===== config.mk =====
export PLATFORM = sky130hd
export DESIGN_NAME = decoder_arbiter
export DESIGN_NICKNAME = d
export VERILOG_FILES = /design/src/rtl/decoder_arbiter.sv
export SDC_FILE = /design/constraint.sdc
export NUM_CORES = 1
export LEC_CHECK = 0
export BUFFER_PORTS_ARGS = -buffer_cell sky130_fd_sc_hd__buf_4
export CAP_MARGIN = 0
export CORE_AREA = 2 2 72 91
export CTS_BUF_LIST = sky130_fd_sc_hd__clkbuf_8
export DETAILED_ROUTE_END_ITERATION = 8
export DIE_AREA = 0 0 74 93
export HOLD_SLACK_MARGIN = 0.15
export PLACE_DENSITY_LB_ADDON = 0.12
export SLEW_MARGIN = 20
export SYNTH_ARGS = -nofsm -noshare
export SYNTH_HDL_FRONTEND = slang
export SYNTH_SLANG_ARGS = --single-unit

===== constraint.sdc =====
create_clock -name clk -period 5.8 [get_ports clk]
set_input_delay 1.16 -clock clk [delete_from_list [all_inputs] [get_ports clk]]
set_output_delay 1.16 -clock clk [all_outputs]
set_load 0.02 [all_outputs]

===== src/rtl/decoder_arbiter.sv =====
// Round-robin arbiter over 16 level-sensitive requesters with a bounded hold time,
// a one-cycle break-before-make gap, and a one-hot decoded grant.

module decoder_4to16 (
    input  logic        enable,
    input  logic [3:0]  in,
    output logic [15:0] out
);
    always_comb begin
        out = '0;
        if (enable) out[in] = 1'b1;
    end
endmodule

module decoder_arbiter #(
    parameter int MAX_HOLD = 8
) (
    input  logic        clk,
    input  logic        rst,
    input  logic [15:0] req,
    input  logic        done,
    output logic        grant_en,
    output logic [3:0]  grant_idx,
    output logic [15:0] grant,
    output logic        busy,
    output logic        forced_release
);
    typedef enum logic [1:0] {IDLE, GRANT, GAP} state_t;

    localparam logic [7:0] HOLD_LAST = 8'(MAX_HOLD - 1);

    state_t      state;
    state_t      state_next;
    logic [3:0]  ptr;
    logic [7:0]  hold_cnt;
    logic        timeout_q;
    logic [3:0]  winner;
    logic        hold_last;
    logic        release_now;
    logic        timeout_only;

    // First set request bit at or after ptr, wrapping modulo 16.
    always_comb begin
        logic [3:0] cand;
        logic       found;
        winner = ptr;
        found  = 1'b0;
        cand   = ptr;
        for (int i = 0; i < 16; i++) begin
            cand = ptr + 4'(i);
            if (!found && req[cand]) begin
                winner = cand;
                found  = 1'b1;
            end
        end
    end

    assign hold_last    = (hold_cnt == HOLD_LAST);
    assign release_now  = !req[grant_idx] || done || hold_last;
    assign timeout_only = req[grant_idx] && !done && hold_last;

    always_ff @(posedge clk or posedge rst) begin
        if (rst) state <= IDLE;
        else     state <= state_next;
    end

    always_comb begin
        state_next = state;
        case (state)
            IDLE:    if (|req) state_next = GRANT;
            GRANT:   if (release_now) state_next = GAP;
            GAP:     state_next = IDLE;
            default: state_next = IDLE;
        endcase
    end

    // timeout_q remembers why the last grant ended; it is only visible during GAP.
    always_ff @(posedge clk or posedge rst) begin
        if (rst) begin
            grant_idx <= 4'd0;
            ptr       <= 4'd0;
            hold_cnt  <= 8'd0;
            timeout_q <= 1'b0;
        end else begin
            case (state)
                IDLE: begin
                    if (|req) begin
                        grant_idx <= winner;
                        hold_cnt  <= 8'd0;
                    end
                end
                GRANT: begin
                    if (release_now) begin
                        ptr       <= grant_idx + 4'd1;
                        timeout_q <= timeout_only;
                    end else begin
                        hold_cnt  <= hold_cnt + 8'd1;
                    end
                end
                GAP:     timeout_q <= 1'b0;
                default: timeout_q <= 1'b0;
            endcase
        end
    end

    always_comb begin
        grant_en       = (state == GRANT);
        busy           = (state != IDLE);
        forced_release = (state == GAP) && timeout_q;
    end

    decoder_4to16 u_dec (
        .enable (grant_en),
        .in     (grant_idx),
        .out    (grant)
    );
endmodule


==> implementation parameters <==
Parameter                              Value

Timing
  Number of slew-limit violations in the final report ... 0
  Setup clock skew after layout ... ~0.0032 ns
  Count of endpoints failing setup in the final report ... 0
  Max Freq ... roughly 0.22 GHz
  RSZ-0062 raised after global routing ... no
  Worst Max-Slew Pin Slew ... ~1.1 ns
  Tmin final ... between 4 and 5 ns
  Period utilization ... between 70% and 80%
  Slew headroom ... a little over a quarter
  Final hold viol count ... 0
  Total negative setup slack ... 0 ns

Routing
  Total via count after detailed routing ... between 3000 and 4000
  Via density ... ~7
  Antenna Nets Post-Route ... 0
  Final routed wirelength across all metal layers ... around 11 mm
  Wire per inst ... 21.7 um
  Detailed-routing iteration count for the pre-antenna-repair pass ... 5
  Remaining routing DRC violations ... 0
  Initial DRC count ... 312

Finish
  Diodes inserted ... 0
  FILL cells ... around 530
  Number of nets in the layout ... between 400 and 500
  Share of final-layout standard cells stronger than drive strength 1 ... approximately 22%
  Syn-to-layout area delta ... 10.2%

Clock tree
  CTS Buffer Depth ... 2
  Number of buffers inserted for hold repair after clock tree synthesis ... 0
  Root Buffer Master ... sky130_fd_sc_hd__clkbuf_8
  Clk_lat worst skew ... ~0.26 ns
  Level count of the clock H-tree ... 1
  Number of setup buffers added after CTS ... 0
  Clock tree from TritonCTS ... done
  Reg clk slew, reported paths ... around 0.070 ns
  Clock buffer count from CTS ... 3
  TritonCTS Sinks ... 19
  Post-cts sizing count ... 0

Floorplanning
  Floorplan die height ... 93 um
  Die boundary width ... roughly 74 um
  Area of the die ... just under 7000 um^2
  Total I/O pin count ... 42
  Standard-cell row count ... 32
  Starting density of the core ... 60.2%
  Core ar. ... 6050 um^2

Synth
  Synthesized instance count ... 406
  Cell accounting for the most synthesized area ... sky130_fd_sc_hd__mux4_2
  Seq/Total Area, Yosys ... between 10% and 20%
  Post-synthesis average cell area ... 8.96 um^2
  Leading cell types by total area after synthesis ... sky130_fd_sc_hd__mux4_2 (16%), sky130_fd_sc_hd__dfrtp_1 (13%), sky130_fd_sc_hd__mux2i_1 (8.8%)
  Most used flip-flop cell after synthesis ... sky130_fd_sc_hd__dfrtp_1
  Yosys warnings ... 0
  Area share of the leading cell type in the synthesized netlist ... approximately 16%
  Cell area after technology mapping ... about 3600 um^2
  Share of synthesized flip-flops with an asynchronous set or reset ... 100%
  Number of nets produced by synthesis ... between 400 and 500
  Count of different cell masters after synthesis ... 65
  Number of register bits inferred by synthesis ... 19
  Number of synthesized flops with an enable pin ... 0

Critical path
  Worst reg2reg endpoint ... grant_idx[1]
  Critical Path Sink Type ... register
  Startpoint of the worst register-to-register path ... ptr[1]
  Number of cells on the worst reg-to-reg path ... 11
  Critical path required time ... roughly 5.9 ns
  Worst EP arrival ... roughly 4.6 ns
  Launch point of the critical path ... ptr[1]
  Critical path start-end classification ... register to register
  Maximum fanout along the worst path ... 25
  Critical Path Source Type ... register
  Register-to-register path setup slack ... about 1.3 ns

Run
  Number of maximum-capacitance constraint violations ... 0

Hold path
  HP Start ... state[1]
  Worst hold path depth ... 1
  Endpoint, Worst Hold ... timeout_q
  Worst min path class ... register to register

Run status
  Status ... completed

Global route
  Final global-route overflow total ... 0
  Maximum number of pins on one net before global-route repair ... 34
  Wire length of the first global-routing pass ... between 15 and 20 mm
  Global-route total usage across every layer ... between 30 and 40%
  Vias in the first global route ... approximately 3400
  Number of antenna violations at the first check in global routing ... 0

Placement
  Final HPWL DP ... 8.75 mm
  Count of buffers from port buffering ... 41
  Weighted congestion at the end of routability-driven global placement ... between 0.9 and 1
-- through the flow --
step | hold WS (ns) | area (um^2) | instances | setup slack, ns | util, %
2_1_floorplan | 0.432 | 3640 | 406 | 1.63 | -
3_3_place_gp | 0.459 | 3960 | 515 | 1.48 | 65.6
3_5_place_dp | 0.466 | 3960 | 515 | 1.38 | 65.6
4_1_cts | 0.471 | 4010 | 519 | 1.36 | 66.3
5_1_grt | 0.499 | 4010 | 519 | 1.09 | 66.3
6_report | 0.478 | 4010 | 519 | 1.34 | 66.3
-- cell families after synthesis --
group | after synthesis | share of synthesized area, %
AO/OA/AOI/OAI | 93 | 18.0
XOR/XNOR | 20 | 4.81
AND/OR/NAND/NOR | 150 | 21.8
multiplexers | 74 | 32.9
adder cells (fa/ha/maj) | 12 | 4.13
flip-flops | 19 | 13.1
buffers and inverters | 38 | 5.33
-- registers in the layout (all words and copies together) (netlist names) --
signal	count
ptr	4
grant_idx	4
timeout_q	1
hold_cnt	8
state	2
-- cells in the mapped netlist, types with 4 or more instances --
library cell and n:
sky130_fd_sc_hd__nand2_1 40, sky130_fd_sc_hd__nor2_1 34, sky130_fd_sc_hd__mux2i_1 32, sky130_fd_sc_hd__mux4_2 26, sky130_fd_sc_hd__a21oi_1 19, sky130_fd_sc_hd__dfrtp_1 19
sky130_fd_sc_hd__and2_1 18, sky130_fd_sc_hd__o21ai_0 15, sky130_fd_sc_hd__ha_1 12, sky130_fd_sc_hd__inv_1 11, sky130_fd_sc_hd__clkbuf_1 10, sky130_fd_sc_hd__xnor2_1 10
sky130_fd_sc_hd__xor2_1 10, sky130_fd_sc_hd__nand3_1 9, sky130_fd_sc_hd__o22ai_1 8, sky130_fd_sc_hd__buf_2 7, sky130_fd_sc_hd__mux4_1 7, sky130_fd_sc_hd__nand2b_1 7
sky130_fd_sc_hd__nor3_1 7, sky130_fd_sc_hd__mux2_2 6, sky130_fd_sc_hd__a211oi_1 5, sky130_fd_sc_hd__a21o_1 5, sky130_fd_sc_hd__a32o_1 5, sky130_fd_sc_hd__nor2b_1 5
sky130_fd_sc_hd__nor4_1 5, sky130_fd_sc_hd__and3_1 4
-- worst max path at each step --
stage | to | slack (ns) | cells after the start
6_report | grant_idx[1] | 1.34 | 11
5_1_grt | grant_idx[1] | 1.09 | 11
4_1_cts | grant_idx[1] | 1.36 | 11
3_5_place_dp | grant_idx[1] | 1.38 | 11
3_3_place_gp | grant_idx[2] | 1.48 | 11
2_1_floorplan | grant_idx[1] | 1.63 | 15
-- worst max-delay path, stage by stage, from the launching register on --
cell	delay (ns)
sky130_fd_sc_hd__dfrtp_1	0.36
sky130_fd_sc_hd__clkinv_1	0.06
sky130_fd_sc_hd__buf_4	0.17
sky130_fd_sc_hd__ha_1	1.02
sky130_fd_sc_hd__mux4_1	0.68
sky130_fd_sc_hd__a32o_1	0.35
sky130_fd_sc_hd__nor3_4	0.35
sky130_fd_sc_hd__nor2b_1	0.54
sky130_fd_sc_hd__a221oi_1	0.20
sky130_fd_sc_hd__a32o_1	0.25
sky130_fd_sc_hd__and4_4	0.16
sky130_fd_sc_hd__o22a_1	0.17
-- final cells by class --
type	instances	area (um^2)	share of cell area [%]
Multi-Input combinational cell	349	2970	74.0
Sequential cell	19	475	11.9
Timing Repair Buffer	48	360	8.99
Tap cell	85	106	2.65
Inverter	14	52.6	1.31
Clock buffer	3	41.3	1.03
Clock inverter	1	5.00	0.125
-- per-layer routing --
metal / up-vias / global-route usage (%) / part of all wire [%] / wire length (um)
met1: 1728 / 41.8 / 38 / 4320
met2: 179 / 56.9 / 50 / 5620
met4: 0 / 21.2 / 6.0 / 675
met5: - / 0 / 0 / 0
li1: 1629 / - / - / -
met3: 49 / 2.05 / 5.6 / 628
-- placed cells by master, fill, tap and decap left out, types with 3 or more instances in the layout --
cell type                   instances
sky130_fd_sc_hd__dfrtp_1           19
sky130_fd_sc_hd__or3_1              3
sky130_fd_sc_hd__and3_1             4
sky130_fd_sc_hd__mux4_1             7
sky130_fd_sc_hd__buf_4             48
sky130_fd_sc_hd__nand2_1           40
sky130_fd_sc_hd__o31ai_1            3
sky130_fd_sc_hd__nand4_1            3
sky130_fd_sc_hd__or2_2              3
sky130_fd_sc_hd__a32o_1             5
sky130_fd_sc_hd__nor2_1            34
sky130_fd_sc_hd__o22ai_1            8
sky130_fd_sc_hd__a21o_1             5
sky130_fd_sc_hd__mux2_2             6
sky130_fd_sc_hd__mux4_2            26
sky130_fd_sc_hd__mux2i_1           32
sky130_fd_sc_hd__clkbuf_8           3
sky130_fd_sc_hd__a21oi_1           19
sky130_fd_sc_hd__xor2_1            10
sky130_fd_sc_hd__a211oi_1           5
sky130_fd_sc_hd__and2_1            18
sky130_fd_sc_hd__a31oi_1            3
sky130_fd_sc_hd__nand2b_1           7
sky130_fd_sc_hd__nand3_1            9
sky130_fd_sc_hd__inv_1             11
sky130_fd_sc_hd__o2111ai_1          3
sky130_fd_sc_hd__nor3b_1            3
sky130_fd_sc_hd__xnor2_1           10
sky130_fd_sc_hd__nor3_1             7
sky130_fd_sc_hd__ha_1              12
sky130_fd_sc_hd__o21ai_0           15
sky130_fd_sc_hd__nor2b_1            5
sky130_fd_sc_hd__nor4_1             5
Power is left out: the tool's default activity adds up to more than one toggle a clock period on the data nets, which glitch-free logic cannot reach.
